`config.mk`:
```
export PLATFORM = sky130hd
export DESIGN_NAME = regfile
export DESIGN_NICKNAME = d
export VERILOG_FILES = /design/src/rtl/regfile.sv
export SDC_FILE = /design/constraint.sdc
export NUM_CORES = 2
export LEC_CHECK = 0
export CORE_MARGIN = 2
export CORE_UTILIZATION = 60
export DETAILED_ROUTE_END_ITERATION = 16
export HOLD_SLACK_MARGIN = 0.06
export PLACE_DENSITY_LB_ADDON = 0.12
export SLEW_MARGIN = 20
export SYNTH_ARGS = -nofsm -noshare
export SYNTH_HDL_FRONTEND = slang
export SYNTH_SLANG_ARGS = --single-unit
```
`constraint.sdc`:
```
create_clock -name clk -period 3.1 [get_ports clk]
set_input_delay 0.62 -clock clk [delete_from_list [all_inputs] [get_ports clk]]
set_output_delay 0.62 -clock clk [all_outputs]
set_load 0.01 [all_outputs]
```
`src/rtl/regfile.sv`:
```
// RV32 integer register file: 32 x 32-bit, two combinational read ports, one
// synchronous write port, x0 hardwired to zero, optional write-to-read bypass.
module regfile #(
    parameter int unsigned DATA_W = 32,
    parameter int unsigned ADDR_W = 5,
    parameter int unsigned BYPASS = 1
) (
    input  logic              clk,
    input  logic              rst,
    input  logic [ADDR_W-1:0] raddr1,
    input  logic [ADDR_W-1:0] raddr2,
    output logic [DATA_W-1:0] rdata1,
    output logic [DATA_W-1:0] rdata2,
    input  logic              wen,
    input  logic [ADDR_W-1:0] waddr,
    input  logic [DATA_W-1:0] wdata
);

    localparam int unsigned N_ENTRIES = 2 ** ADDR_W;

    logic [DATA_W-1:0] r_mem [N_ENTRIES];
    logic              w_wr_valid;
    logic              w_hit1;
    logic              w_hit2;

    // Entry 0 is never written, so it holds the reset value of zero forever.
    assign w_wr_valid = rst && wen && (waddr != '0);

    always_ff @(posedge clk or negedge rst) begin
        if (!rst) begin
            for (int i = 0; i < int'(N_ENTRIES); i++) begin
                r_mem[i] <= '0;
            end
        end else if (w_wr_valid) begin
            r_mem[waddr] <= wdata;
        end
    end

    // Bypass hits are qualified by w_wr_valid, so x0 and reset never forward.
    assign w_hit1 = (BYPASS != 0) && w_wr_valid && (waddr == raddr1);
    assign w_hit2 = (BYPASS != 0) && w_wr_valid && (waddr == raddr2);

    always_comb begin
        rdata1 = '0;
        rdata2 = '0;
        if (raddr1 != '0) begin
            rdata1 = w_hit1 ? wdata : r_mem[raddr1];
        end
        if (raddr2 != '0) begin
            rdata2 = w_hit2 ? wdata : r_mem[raddr2];
        end
    end

endmodule

```
Yosys cells after proc, flatten, opt, wreduce, memory -nomap -nowiden
Cells that the tools add are included.
{"block": "totals", "latchBits": 0, "register_bits": 1024, "n_memories": 0, "ramBits": 0, "romBits": 0, "inputBits": 50, "elab_cells": 62}
{"block": "op_classes", "bitwise": 3, "mul": 0, "muxes": 13, "reduce_logical": 8, "div_mod_pow": 0, "shifts": 0, "n_eq_ne": 2, "n_lt_le_gt_ge": 4, "n_addsub": 0}
{"cell": "bitwise mux 1024 bit", "n": 1}
{"cell": "binary-select mux 32 bit (select 5 bit)", "n": 2}
{"cell": "2-to-1 mux 32 bit", "n": 9}
{"cell": "demux 32 bit (select 5 bit)", "n": 1}
{"cell": ">= comparator 6 bit, second input constant", "n": 3}
{"cell": "inverter 5 -> 6 bit", "n": 3}
{"cell": "nonzero test 5 bit", "n": 3}
{"cell": "== test 5 bit", "n": 2}
{"cell": "< comparator 6 x 1 -> 1 bit, second input constant", "n": 1}
{"cell": "logical AND 1 bit", "n": 5}

Logic depth before layout (Yosys ltp)
{"block": "depth", "word_depth": 6, "ltp_mapped": 11, "ltp_nobuf": 6}

Worst setup path after synthesis
No wires, ideal clock.
{"block": "synth_path", "path_kind": "input to output", "start": "input port raddr2[0]", "end": "output port rdata2[25]", "path_slack_ns": 0.117, "arrival_time_ns": 2.363, "cell_stages": 8, "path_buffers": 4, "path_cell_list": "buf_6 > buf_6 > buf_4 > buf_2 > mux4_2 > a22oi_1 > nand2_1 > a32o_1"}
{"block": "synth_between", "elab_chain_cells": 6, "word_cells_on_any_way": 9}
{"element": "from (decl)", "line": "11", "source": "input logic [ADDR_W-1:0] raddr2,"}
{"element": "inverter 5 -> 6 bit (implied by the code)", "line": "50", "source": "rdata2 = w_hit2 ? wdata : r_mem[raddr2];"}
{"element": "binary-select mux 32 bit (select 5 bit)", "line": "50"}
{"element": "2-to-1 mux 32 bit (implied by the code) (2 in series)", "line": "50"}
{"element": "2-to-1 mux 32 bit", "line": "50"}
{"element": "2-to-1 mux 32 bit (*)", "line": "49", "source": "if (raddr2 != '0) begin"}
{"element": "to (decl)", "line": "13", "source": "output logic [DATA_W-1:0] rdata2,"}
Every way passes the cells marked *; elsewhere a longest branch is shown, timed or not. The select of a mux whose other input is x is not followed.

Worst setup path after layout
{"block": "layout_path", "start": "register r_mem[113] in the netlist's numbering", "end": "output port rdata2[17]"}
{"block": "layout_between", "elab_chain_cells": 5}
{"element": "from (decl)", "line": "21", "source": "logic [DATA_W-1:0] r_mem [N_ENTRIES];"}
{"element": "from (signal, indexed assignment)", "line": "35", "source": "r_mem[waddr] <= wdata;"}
{"element": "binary-select mux 32 bit (select 5 bit)", "line": "50"}
{"element": "2-to-1 mux 32 bit (implied by the code) (2 in series)", "line": "50"}
{"element": "2-to-1 mux 32 bit", "line": "50"}
{"element": "2-to-1 mux 32 bit", "line": "49"}
No other way between the ends. The select of a mux whose other input is x is not followed.

==> results.tsv <==
metric	value	unit
Synth-to-Final Area Change	25.4	%
y dimension of the die	306	um
Final Non-Filler Cells	5666	
first-pass GRT wire length	299	mm
Biggest register	r_mem	
RSZ-0062 raised after global routing	yes	
leak pwr	31.6	nW
crit path time final	3.36	ns
Cells after Synth	3884	
Data required, critical path	2.48	ns
max reg flops	1024	
drt first-iter violations	5533	
run status	finished with violations	
Net Count, Synth	3934	
clock buffer count from CTS	110	
die area	93900	um2
worst-case clock buffer depth	3	
placer congestion estimate	0.958	
crit path capture type	output port	
DRC errors left	0	
DRT Pass-1 Iters	5	
antenna viol nets, final	0	
DR vias/cell	7.44	
Slew headroom	25.0	%
Post-Place Cell Area	61800	um2
NetSw	10.4	mW
register cell area after layout	25600	um2
via count	42130	
Setup CP Type	flop to output port	
register area share after synthesis	46.7	%
Cell Rows	110	
commonest non-fill, non-tap cell in the layout	dfrtp_1	
Hold Buf Count CTS	0	
Primary FF master, synth	dfrtp_1	
count of cell types in the netlist	51	
Initial Util	60.8	%
initial antenna violation count	9	
layout cells sized above 1	57.2	%
CP Max Fanout	3	
CTS clk-pin slew, worst paths	0.07	ns
IO buf count	113	
Tot Pwr	37.7	mW
Synth Register Bits	1024	
vias in the first global route	43434	
Sw Ratio	27.6	%
Fillers	5337	
clock share of power	36.5	%
Total Negative Setup Slacks	-4.47	ns
area of the multi-input gates	28500	um2
Internal	27.3	mW
Gate power share	19.8	%
largest net degree at the start of global routing	179	
critical path arrival	2.74	ns
number of synthesized flops with an enable pin	0	
Hold WS	0.289	ns
failing checks	setup timing	
area leader, netlist	dfrtp_1	
Final nets	4449	
htree depth	3	
worst setup margin	-0.259	ns
max cap viols	0	
PwrDens	548	nW/um2
post-synthesis async set-or-reset flop share	100	%
Clock Latency Late Sink	0.70	ns
Critical Path Start Type	flop	
fmax	298	MHz
root buf cell	clkbuf_16	
routed len/inst	36.6	um
CTS sink count	1024	
DP Worst Slack	-1.08	ns
most frequent cells in the layout	1024 x dfrtp_1, 1002 x mux2_2, 475 x buf_4	
Setup Viol. Count Final	44	
final design utilization	76.2	%
synthesized area per cell	14.1	um2
CTS tree	done	
Detail Placement HPWL	130	mm
Synth Cell Area	54900	um2
clock skew	0	ns
design area	68800	um2
I/O Pins	114	
Final Cycle Share	108	%
Total GRT Usage	44.0	%
Worst VDD drop	0.653	mV
core area	90300	um2
Hold Fails Final Rpt	0	
synth top area cells	dfrtp_1 47%, mux2_2 21%, mux4_2 14%	
worst-margin pin slew	1.13	ns
DP Cell Count	5258	
GRT overflow	0	
top-area cell type share of the netlist area	46.7	%
Tightest Hold Check Type	primary input to async pin	
Die X	306	um
Final Max Slew Viols	0	
Routed WL	208	mm
leading registers by flop count	r_mem (1024)	
synth warn	0	
Reg power frac	43.7	%
## what timing repair did
action | in CTS | in global routing
endpoints found under the setup margin | 64 | 62
cloned | 18 | 1
buffers inserted | 150 | 52
pin swaps | 129 | 77
resized for setup | 553 | 102
## power by group through the flow
stage,Combinational (mW),Clock [mW],Sequential [mW]
2_1_floorplan,4.34,0,16.1
3_3_place_gp,6.39,0,16.4
3_5_place_dp,6.61,0,16.6
4_1_cts,7.19,13.8,16.4
5_1_grt,7.84,14.4,16.6
6_report,7.48,13.8,16.5
## area by class of cell
class / instances / area share [%]
multi-input combinational: 2415 / 41.4
sequential: 1024 / 37.2
timing repair buffer: 845 / 13.8
clock buffer: 159 / 4.71
tap: 1176 / 2.14
clock inverter: 40 / 0.727
inverter: 3 / 0.0164
antenna: 4 / 0.0145
## layer usage
metal	GRT usage, %	share of wire [%]
met1	58.0	37
met2	64.7	44
met3	13.0	12
met4	27.2	7.2
met5	0	0.037
## final timing paths
kind	from	endpoint	slack [ns]	cells after the start
worst max-delay path	r_mem[113]	rdata2[17]	-0.26	5
worst min-delay path	rst	r_mem[920]	0.29	3
worst max register to register	r_mem[630]	r_mem[630]	2.07	3
worst min register to register	r_mem[1017]	r_mem[1017]	0.40	0
max in group asynchronous	rst	r_mem[735]	0.71	5
min in group clk	r_mem[1017]	r_mem[1017]	0.40	0
## worst max-delay path, stage by stage, from the launching register on
cell and delay (ns):
dfrtp_1 0.41, mux4_2 0.47, mux2_4 0.29, a221o_2 0.44, a32o_2 0.30, buf_6 0.12
## logic make-up (layout without fill, tap and decap cells)
group / count (synthesis) / in the layout / synth area share, %
multiplexers: 1698 / 1698 / 41.2
flip-flops: 1024 / 1024 / 46.7
AO/OA/AOI/OAI: 474 / 474 / 6.47
buffers and inverters: 445 / 1047 / 3.52
AND/OR/NAND/NOR: 233 / 233 / 1.96
XOR/XNOR: 10 / 10 / 0.160
other: 0 / 4 / 0
## cell usage after synthesis (3+ instances only)
master     count
a211oi_1       9
a21oi_1       74
a221o_1       41
a221oi_1      30
a22oi_1      107
a311oi_1       3
a32o_1        32
and2_1         4
buf_1         29
buf_2         82
buf_4         29
buf_6          5
clkbuf_1     296
dfrtp_1     1024
mux2_2      1024
mux2i_1      326
mux4_2       348
nand2_1       67
nand2b_1      13
nand3_1       39
nand3b_1       3
nor2_1        60
nor2b_1       11
nor3_1        23
nor3b_1        3
o2111ai_1      3
o211ai_1      17
o21ai_0       42
o221ai_1      63
o22a_1         7
o22ai_1       36
o32a_1         3
xnor2_1        4
xor2_1         6
(Power assumes the default switching activity.)
